--- config.mk ---
export PLATFORM = sky130hd
export DESIGN_NAME = alu_seq_flat
export DESIGN_NICKNAME = d
export VERILOG_FILES = /design/src/rtl/alu_seq_if.sv /design/src/rtl/alu_seq.sv /design/src/flat_wrapper.sv
export SDC_FILE = /design/constraint.sdc
export NUM_CORES = 1
export LEC_CHECK = 0
export ABC_CLOCK_PERIOD_IN_PS = 2200
export BUFFER_PORTS_ARGS = -buffer_cell sky130_fd_sc_hd__buf_2
export CORE_UTILIZATION = 45
export DETAILED_ROUTE_END_ITERATION = 8
export HOLD_SLACK_MARGIN = 0.15
export PLACE_DENSITY_LB_ADDON = 0.12
export SETUP_SLACK_MARGIN = 0.1
export SLEW_MARGIN = 40
export SYNTH_ARGS = -nofsm -noshare
export SYNTH_HDL_FRONTEND = slang
export SYNTH_SLANG_ARGS = --single-unit
--- constraint.sdc ---
create_clock -name clk -period 2.2 [get_ports clk]
set_input_delay 0.55 -clock clk [delete_from_list [all_inputs] [get_ports clk]]
set_output_delay 0.55 -clock clk [all_outputs]
set_load 0.01 [all_outputs]
--- src/rtl/alu_seq_if.sv ---
// Handshake bundle for alu_seq: request side (in_*, operands, opcode) and
// response side (out_*, result, flags, op_err, busy).
interface alu_seq_if #(
    parameter int unsigned WIDTH = 32
);
    logic             in_valid;
    logic             in_ready;
    logic [WIDTH-1:0] src_a;
    logic [WIDTH-1:0] src_b;
    logic [3:0]       alu_control;
    logic             out_valid;
    logic             out_ready;
    logic [WIDTH-1:0] alu_result;
    logic [3:0]       flags;
    logic             op_err;
    logic             busy;

    // Issue/writeback side driving requests and consuming results.
    modport master (
        output in_valid, src_a, src_b, alu_control, out_ready,
        input  in_ready, out_valid, alu_result, flags, op_err, busy
    );

    // The ALU itself.
    modport slave (
        input  in_valid, src_a, src_b, alu_control, out_ready,
        output in_ready, out_valid, alu_result, flags, op_err, busy
    );
endinterface

--- src/rtl/alu_seq.sv ---
// Handshaked sequential ALU. One operation in flight at a time: accepted in
// IDLE, result registered and held in DONE until the consumer takes it.
// Flags are {N,Z,C,V}; C and V only come from ADD/SUB.
// Optional feature macro MULDIV_EN: when defined, opcodes 9-11 (MUL low,
// DIVU, REMU) run iteratively one bit per cycle in BUSY. When undefined they
// are reported as undefined opcodes and no mul/div datapath exists.
module alu_seq #(
    parameter int unsigned WIDTH = 32
) (
    input logic      clk,
    input logic      rst,
    alu_seq_if.slave bus
);
    localparam int unsigned SHAMT_W = $clog2(WIDTH);

    localparam logic [3:0] OpAdd  = 4'd0;
    localparam logic [3:0] OpSub  = 4'd1;
    localparam logic [3:0] OpAnd  = 4'd2;
    localparam logic [3:0] OpOr   = 4'd3;
    localparam logic [3:0] OpSlt  = 4'd4;
    localparam logic [3:0] OpXor  = 4'd5;
    localparam logic [3:0] OpSll  = 4'd6;
    localparam logic [3:0] OpSrl  = 4'd7;
    localparam logic [3:0] OpSra  = 4'd8;
`ifdef MULDIV_EN
    localparam logic [3:0] OpMul  = 4'd9;
    localparam logic [3:0] OpDivu = 4'd10;
    localparam logic [3:0] OpRemu = 4'd11;
`endif

    typedef enum logic [1:0] {StIdle, StBusy, StDone} state_e;

    state_e           state_q;
    logic             in_ready_q;
    logic             out_valid_q;
    logic [WIDTH-1:0] result_q;
    logic [3:0]       flags_q;
    logic             op_err_q;

    // Single-cycle datapath, evaluated on the live request so the result can be
    // registered at the accept edge.
    logic [WIDTH-1:0]   a;
    logic [WIDTH-1:0]   b;
    logic [3:0]         op;
    logic               is_add;
    logic [WIDTH-1:0]   b_eff;
    logic [WIDTH:0]     sum;
    logic               ovf;
    logic [SHAMT_W-1:0] shamt;

    assign a      = bus.src_a;
    assign b      = bus.src_b;
    assign op     = bus.alu_control;
    // Everything but ADD uses a + ~b + 1 (SUB and SLT).
    assign is_add = (op == OpAdd);
    assign b_eff  = is_add ? b : ~b;
    assign sum    = {1'b0, a} + {1'b0, b_eff} + {{WIDTH{1'b0}}, ~is_add};
    // Overflow: both addends share a sign that the sum does not.
    assign ovf    = (a[WIDTH-1] == b_eff[WIDTH-1]) && (sum[WIDTH-1] != a[WIDTH-1]);
    assign shamt  = b[SHAMT_W-1:0];

    logic [WIDTH-1:0] sc_result;
    logic [3:0]       sc_flags;
    logic             sc_c;
    logic             sc_v;
    logic             sc_err;
`ifdef MULDIV_EN
    logic             sc_iter;
`endif

    // Decode opcode into a single-cycle result, or flag it as iterative/undefined.
    always_comb begin
        sc_result = '0;
        sc_c      = 1'b0;
        sc_v      = 1'b0;
        sc_err    = 1'b0;
`ifdef MULDIV_EN
        sc_iter   = 1'b0;
`endif
        case (op)
            OpAdd, OpSub: begin
                sc_result = sum[WIDTH-1:0];
                sc_c      = sum[WIDTH];
                sc_v      = ovf;
            end
            OpAnd: sc_result = a & b;
            OpOr:  sc_result = a | b;
            OpXor: sc_result = a ^ b;
            OpSlt: sc_result = {{(WIDTH-1){1'b0}}, sum[WIDTH-1] ^ ovf};
            OpSll: sc_result = a << shamt;
            OpSrl: sc_result = a >> shamt;
            OpSra: sc_result = $unsigned($signed(a) >>> shamt);
`ifdef MULDIV_EN
            OpMul, OpDivu, OpRemu: sc_iter = 1'b1;
`endif
            default: sc_err = 1'b1;
        endcase
        sc_flags = sc_err ? 4'b0000 : {sc_result[WIDTH-1], ~|sc_result, sc_c, sc_v};
    end

`ifdef MULDIV_EN
    // Iterative state: acc = product / partial remainder, opa = multiplicand /
    // dividend-then-quotient, opb = multiplier / divisor.
    logic               busy_q;
    logic               is_mul_q;
    logic               is_rem_q;
    logic [SHAMT_W-1:0] count_q;
    logic [WIDTH-1:0]   acc_q;
    logic [WIDTH-1:0]   opa_q;
    logic [WIDTH-1:0]   opb_q;

    logic [WIDTH:0]     trial;
    logic [WIDTH-1:0]   diff;
    logic               ge;
    logic [WIDTH-1:0]   acc_nxt;
    logic [WIDTH-1:0]   opa_nxt;
    logic [WIDTH-1:0]   opb_nxt;
    logic [WIDTH-1:0]   it_result;

    // One shift-add multiply step or one restoring-division step per cycle.
    always_comb begin
        trial = {acc_q, opa_q[WIDTH-1]};
        ge    = (trial >= {1'b0, opb_q});
        // When ge holds the difference is below the divisor, so low bits suffice.
        diff  = trial[WIDTH-1:0] - opb_q;
        if (is_mul_q) begin
            acc_nxt   = acc_q + (opb_q[0] ? opa_q : '0);
            opa_nxt   = opa_q << 1;
            opb_nxt   = opb_q >> 1;
            it_result = acc_nxt;
        end else begin
            // Divide by zero falls out naturally: every step subtracts, giving an
            // all-ones quotient and the dividend shifted fully into the remainder.
            acc_nxt   = ge ? diff : trial[WIDTH-1:0];
            opa_nxt   = {opa_q[WIDTH-2:0], ge};
            opb_nxt   = opb_q;
            it_result = is_rem_q ? acc_nxt : opa_nxt;
        end
    end

    assign bus.busy = busy_q;
`else
    assign bus.busy = 1'b0;
`endif

    // Control FSM; all handshake and result outputs are registered here.
    always_ff @(posedge clk or posedge rst) begin
        if (rst) begin
            state_q     <= StIdle;
            in_ready_q  <= 1'b1;
            out_valid_q <= 1'b0;
            result_q    <= '0;
            flags_q     <= '0;
            op_err_q    <= 1'b0;
`ifdef MULDIV_EN
            busy_q      <= 1'b0;
            is_mul_q    <= 1'b0;
            is_rem_q    <= 1'b0;
            count_q     <= '0;
            acc_q       <= '0;
            opa_q       <= '0;
            opb_q       <= '0;
`endif
        end else begin
            unique case (state_q)
                StIdle: begin
                    if (bus.in_valid) begin
                        in_ready_q <= 1'b0;
`ifdef MULDIV_EN
                        if (sc_iter) begin
                            state_q  <= StBusy;
                            busy_q   <= 1'b1;
                            count_q  <= '0;
                            acc_q    <= '0;
                            opa_q    <= bus.src_a;
                            opb_q    <= bus.src_b;
                            is_mul_q <= (op == OpMul);
                            is_rem_q <= (op == OpRemu);
                        end else
`endif
                        begin
                            state_q     <= StDone;
                            out_valid_q <= 1'b1;
                            result_q    <= sc_result;
                            flags_q     <= sc_flags;
                            op_err_q    <= sc_err;
                        end
                    end
                end
`ifdef MULDIV_EN
                StBusy: begin
                    acc_q   <= acc_nxt;
                    opa_q   <= opa_nxt;
                    opb_q   <= opb_nxt;
                    count_q <= count_q + SHAMT_W'(1);
                    if (count_q == SHAMT_W'(WIDTH - 1)) begin
                        state_q     <= StDone;
                        busy_q      <= 1'b0;
                        out_valid_q <= 1'b1;
                        result_q    <= it_result;
                        flags_q     <= {it_result[WIDTH-1], ~|it_result, 2'b00};
                        op_err_q    <= 1'b0;
                    end
                end
`endif
                StDone: begin
                    if (bus.out_ready) begin
                        state_q     <= StIdle;
                        out_valid_q <= 1'b0;
                        in_ready_q  <= 1'b1;
                    end
                end
                default: begin
                    state_q     <= StIdle;
                    out_valid_q <= 1'b0;
                    in_ready_q  <= 1'b1;
                end
            endcase
        end
    end

    assign bus.in_ready   = in_ready_q;
    assign bus.out_valid  = out_valid_q;
    assign bus.alu_result = result_q;
    assign bus.flags      = flags_q;
    assign bus.op_err     = op_err_q;
endmodule

--- src/flat_wrapper.sv ---
// flat-port wrapper written by rule: the top's interface ports become plain ports
module alu_seq_flat 
#(
    parameter int unsigned WIDTH = 32
)
  (clk, rst, bus_in_valid, bus_src_a, bus_src_b, bus_alu_control, bus_out_ready, bus_in_ready, bus_out_valid, bus_alu_result, bus_flags, bus_op_err, bus_busy);
  alu_seq_if #(.WIDTH(WIDTH)) bus_i ();
  input logic clk;
  input logic rst;
  input wire logic [$bits(bus_i.in_valid)-1:0] bus_in_valid;
  input wire logic [$bits(bus_i.src_a)-1:0] bus_src_a;
  input wire logic [$bits(bus_i.src_b)-1:0] bus_src_b;
  input wire logic [$bits(bus_i.alu_control)-1:0] bus_alu_control;
  input wire logic [$bits(bus_i.out_ready)-1:0] bus_out_ready;
  output wire logic [$bits(bus_i.in_ready)-1:0] bus_in_ready;
  output wire logic [$bits(bus_i.out_valid)-1:0] bus_out_valid;
  output wire logic [$bits(bus_i.alu_result)-1:0] bus_alu_result;
  output wire logic [$bits(bus_i.flags)-1:0] bus_flags;
  output wire logic [$bits(bus_i.op_err)-1:0] bus_op_err;
  output wire logic [$bits(bus_i.busy)-1:0] bus_busy;
  assign bus_i.in_valid = bus_in_valid;
  assign bus_i.src_a = bus_src_a;
  assign bus_i.src_b = bus_src_b;
  assign bus_i.alu_control = bus_alu_control;
  assign bus_i.out_ready = bus_out_ready;
  assign bus_in_ready = bus_i.in_ready;
  assign bus_out_valid = bus_i.out_valid;
  assign bus_alu_result = bus_i.alu_result;
  assign bus_flags = bus_i.flags;
  assign bus_op_err = bus_i.op_err;
  assign bus_busy = bus_i.busy;
  alu_seq #(.WIDTH(WIDTH)) u_core (.clk(clk), .rst(rst), .bus(bus_i));
endmodule
==> Word-level counts from Yosys, hierarchy flattened <==
Index checks and enable logic that the tools add are counted.
{ "totals": {"reg_bits": 41, "word_cells": 54, "inputBits": 72, "out_inout_bits": 40} }
{ "classes": {"reduce_logical": 9, "mux": 15, "eq_ne": 13, "shifts": 3, "addsub": 2, "bitwise": 6} }
{ "ops": {"columns": ["operator", "count"], "rows": [
  ["$pmux 32 s8", 1],
  ["$add 32x32->33", 1],
  ["$add 33x1->33", 1],
  ["$and 32x32->32", 1],
  ["$mux 32", 1],
  ["$not 32->32", 1],
  ["$or 32x32->32", 1],
  ["$reduce_or 32->1", 1],
  ["$shl 32x5->32", 1],
  ["$shr 32x5->32", 1],
  ["$sshr 32x5->32", 1],
  ["$xor 32x32->32", 1],
  ["$eq 4x3->1 const B", 4],
  ["$reduce_or 9->1", 1],
  ["$eq 4x2->1 const B", 2],
  ["$mux 1", 7],
  ["$eq 4x1->1 const B", 1],
  ["$eq 4x4->1 const B", 1],
  ["$logic_not 4->1", 1],
  ["$mux 2", 2],
  ["$mux 4", 1],
  ["$ne 2x2->1 const B", 2],
  ["$pmux 1 s2", 2],
  ["$pmux 2 s2", 1],
  ["10 further kinds", 11]
]} }

==> Logic depth before layout (Yosys ltp) <==
{ "logic_depth": {"ltp_word": 11, "depth_mapped": 17, "depth_no_buf": 13} }

==> Least setup slack after synthesis <==
No wires, ideal clock.
{ "synth_path": {"kind": "in2reg", "startpoint": "input port bus_alu_control[0]", "endpoint": "register u_core.flags_q[2], in the netlist u_core.bus.flags[2]", "arrival_time_ns": 4.543, "path_stages": 16, "slack_ns": -2.419, "n_path_buf": 3, "cell_sequence": "clkbuf_1 clkbuf_1 nor4_1 clkbuf_1 xnor2_1 fa_1 a211oi_1 o21ai_0 a31oi_1 xnor2_1 a211o_1 a2111oi_1 nand4_1 nor4_1 nand4_1 o21ai_1"} }
{ "synth_between": {"elab_chain_cells": 11} }
{ "synth_rtl": {"columns": ["element", "line", "source"], "rows": [
  ["start: declaration", "flat_wrapper.sv:13", "input wire logic [$bits(bus_i.alu_control)-1:0] bus_alu_control;"],
  ["$logic_not 4->1", "alu_seq.sv:55, alu_seq.sv:80", null],
  ["$mux 32", "alu_seq.sv:56", "assign b_eff = is_add ? b : ~b;"],
  ["$add 32x32->33", "alu_seq.sv:57", "assign sum = {1'b0, a} + {1'b0, b_eff} + {{WIDTH{1'b0}}, ~is_add};"],
  ["$add 33x1->33", "alu_seq.sv:57", null],
  ["$ne 1x1->1", "alu_seq.sv:59", "assign ovf = (a[WIDTH-1] == b_eff[WIDTH-1]) && (sum[WIDTH-1] != a[WIDTH-1]);"],
  ["$logic_and 1x1->1", "alu_seq.sv:59", null],
  ["$xor 1x1->1", "alu_seq.sv:89", "OpSlt: sc_result = {{(WIDTH-1){1'b0}}, sum[WIDTH-1] ^ ovf};"],
  ["$pmux 32 s8", "alu_seq.sv:80", "case (op)"],
  ["$reduce_or 32->1", "alu_seq.sv:98", "sc_flags = sc_err ? 4'b0000 : {sc_result[WIDTH-1], ~|sc_result, sc_c, sc_v};"],
  ["$logic_not 1->1", "alu_seq.sv:98", null],
  ["$mux 4 (*)", "alu_seq.sv:98", null],
  ["end signal: assignment", "alu_seq.sv:185", "flags_q <= sc_flags;"],
  ["end: declaration", "alu_seq.sv:37", "logic [3:0] flags_q;"]
]} }
Mark *: on every way between the ends. The rest lies on a longest branch, timed or not.
A chain may end at the register's enable or synchronous reset.

==> Worst setup path after layout <==
Ends and elaborated chain as after synthesis.

==> results_dict.tcl <==
set metrics [dict create \
    dp_slack_ps -2181 \
    synth-compound-area-share_pct 27.00 \
    synth-async-reset-ratio_pct 100.0 \
    cts_tree "yes" \
    core_um2 21150 \
    violations "setup timing" \
    fp-row-count 53 \
    path_class "in2reg" \
    finalWeightedCongestion 1.049 \
    worst_slew_pin_slew_ps 792.5 \
    dieArea_um2 22350 \
    setup_viol 36 \
    n_antenna_cell 0 \
    overflow 0 \
    grt_antenna_before_repair 1 \
    ys_seq_area_share_pct 9.983 \
    yosys.area_share.adder_pct 13.63 \
    first_iter_violations 1745 \
    drt.antenna.violating_nets 0 \
    cts_buffer_depth 2 \
    synth_xor_area_share_pct 4.206 \
    grt_max_degree 49 \
    power.density_nw_per_um2 398.9 \
    clkLatencyLatePin_ps 280 \
    cts-buffers-inserted 5 \
    start_util_pct 46.27 \
    ff2ff_setup_slack_ps 180 \
    regArea_um2 977.2 \
    drv_cap 0 \
    ir_drop_v 0.0003165 \
    relSlewSlack_pct 46.61 \
    route.detailed.drc 0 \
    vias_per_cell 6.660 \
    critPathMaxFanout 4 \
    grt_pass1_vias 13510 \
    totalWireLength_um 57460 \
    critPathRequiredTime_ps 2410 \
    portBuffers 110 \
    chipWidth_um 149.5 \
    synth_top_area_share_pct 13.42 \
    achievable-frequency_mhz 252.2 \
    outcome "finished, violations left" \
    cts-root-buf "clkbuf_16" \
    hold_viol_final 0 \
    vias 13940 \
    synth_mux_area_share_pct 19.42 \
    cts_sinks 39 \
    fill_cells 1375 \
    final_common_cell "buf_4" \
    pin_count 112 \
    area_growth_pct 70.40 \
    rsz0062_at_grt "true" \
    ys_types 89 \
    ys_top_cells_by_area "ha_1 (13%), mux4_2 (11%), dfrtp_1 (9.7%)" \
    min_period_ps 3965 \
    fin_nets 1995 \
    path_clk_slew_ps 60 \
    track_usage_pct 47.94 \
    synth_flop_cell "dfrtp_1" \
    multi_input_area_um2 9853 \
    drv_slew 0 \
    synth_enable_flop_cells 0 \
    syn-mean-instance-area_um2 7.824 \
    wl_per_cell_um 27.45 \
    grt_pass1_wl_um 79790 \
    cp.arrival_ps 4170 \
    final_cell_mix "buf_4 (473), nand2_1 (124), buf_2 (106)" \
    ys_warn_count 0 \
    dp_hpwl_um 40920 \
    netlist_area_um2 9788 \
    htree_levels 2 \
    ys_ff_latch 39 \
    p_leak_nw 7.701 \
    p_total_w 0.006653 \
    synthSimpleGateAreaFrac_pct 18.36 \
    hold_path.class "in2async" \
    synthCells 1251 \
    first_pass_iters 9 \
    cts_hold_buf 0 \
    layout_setup_ws_ps -1765 \
    worstSetupStartpointType "input port" \
    fin_worst_skew_ps 3.373 \
    die_y_um 149.5 \
    synth_top_family_by_area "compound AO/OA/AOI/OAI gates" \
    drive_above_1_share_pct 52.81 \
    synth_area_leader_cell "ha_1" \
    finalCritPeriodShare_pct 180.2 \
    utilization_pct 78.84 \
    end_kind "flop" \
    syn_nets 1429 \
]
==> layout make-up <==
class	count	share of cell area, %
multi-input combinational	1043	59.08
inverter	78	1.755
timing repair buffer	650	30.31
sequential	39	5.859
tap	275	2.063
clock buffer	8	0.9377
==> final timing paths <==
path                                                  startpoint                                    end  cells after the start
setup / recovery                              bus_alu_control[0]        u_core.bus.flags[2]$_DFFE_PP0P_                     20
hold / removal                                               rst  u_core.bus.alu_result[12]$_DFFE_PP0P_                      3
setup reg to reg                   u_core.state_q[1]$_DFFE_PP0P_        u_core.bus.flags[2]$_DFFE_PP0P_                      9
hold reg to reg            u_core.bus.alu_result[27]$_DFFE_PP0P_  u_core.bus.alu_result[27]$_DFFE_PP0P_                      2
max in group asynchronous                                    rst        u_core.bus.in_ready$_DFFE_PP1P_                      3
min in group clk                                   bus_out_ready          u_core.state_q[1]$_DFFE_PP0P_                      2
==> cells by family after synthesis <==
logic type      after synthesis
xor+xnor                     47
buf+inv                     169
flops                        39
compound gates              397
fa+ha+maj                   106
simple gates                371
other cells                   1
mux                         121
==> layer usage <==
layer,track usage (%),routed length (µm),up-vias
met3,9.756,6562,418
met1,57.81,20220,6520
met2,76.27,25020,1138
li1,-,-,5864
met4,33.52,5656,0
met5,0,0,-
==> per-stage QoR <==
stage	hold WS [ps]	TNS [ps]	std cells	cell area, µm²
floorplan	489.8	-36790	1251	10060
global placement	447.1	-49240	2020	14140
detailed placement	456.0	-49940	2020	14150
CTS	416.7	-38970	2073	15920
global route	454.1	-47010	2093	16680
finish	391.0	-45120	2093	16680
==> critical path, stage by stage <==
cell and delay [ps]:
buf_6 100, nor4_4 370, buf_12 170, buf_12 110, buf_12 120, buf_12 140, xnor2_4 150, ha_4 240
a21oi_2 160, o211ai_1 190, buf_4 200, a211oi_4 260, a21oi_4 120, xor2_2 190, a211oi_2 310, nand3_2 110
nor4_2 250, buf_4 150, nand4_1 100, o21ai_1 150
==> synthesized netlist by cell type, types with 6 or more instances <==
library cell / n
a211oi_1: 20
a21o_1: 17
a21oi_1: 81
a221oi_1: 15
a22oi_1: 23
a31oi_1: 10
and2_1: 9
and3_1: 8
buf_1: 8
buf_2: 13
buf_6: 6
clkbuf_1: 59
dfrtp_1: 38
ha_1: 105
inv_1: 77
mux2_2: 22
mux2i_1: 47
mux4_2: 49
nand2_1: 141
nand2b_1: 13
nand3_1: 26
nand4_1: 21
nor2_1: 77
nor2b_1: 10
nor3_1: 19
nor3b_1: 7
o211ai_1: 28
o21ai_0: 99
o22ai_1: 17
or3_1: 10
xnor2_1: 39
xor2_1: 8
==> where the power goes <==
group	internal (W)	switching, W
sequential	0.000860	0.0000722
combinational	0.00233	0.00264
clock	0.000482	0.000267
==> timing repair <==
action                     CTS  global route
gates resized for setup    242           112
setup endpoints to repair   36            36
pin swaps                  123            98
setup buffers               52            33
==> registers in the layout, summed over array words and instances, names as in the netlist <==
register               cells
u_core.bus.alu_result     32
u_core.bus.flags           4
u_core.state_q             1
u_core.bus.in_ready        1
u_core.bus.op_err          1
(Power assumes the default switching activity.)
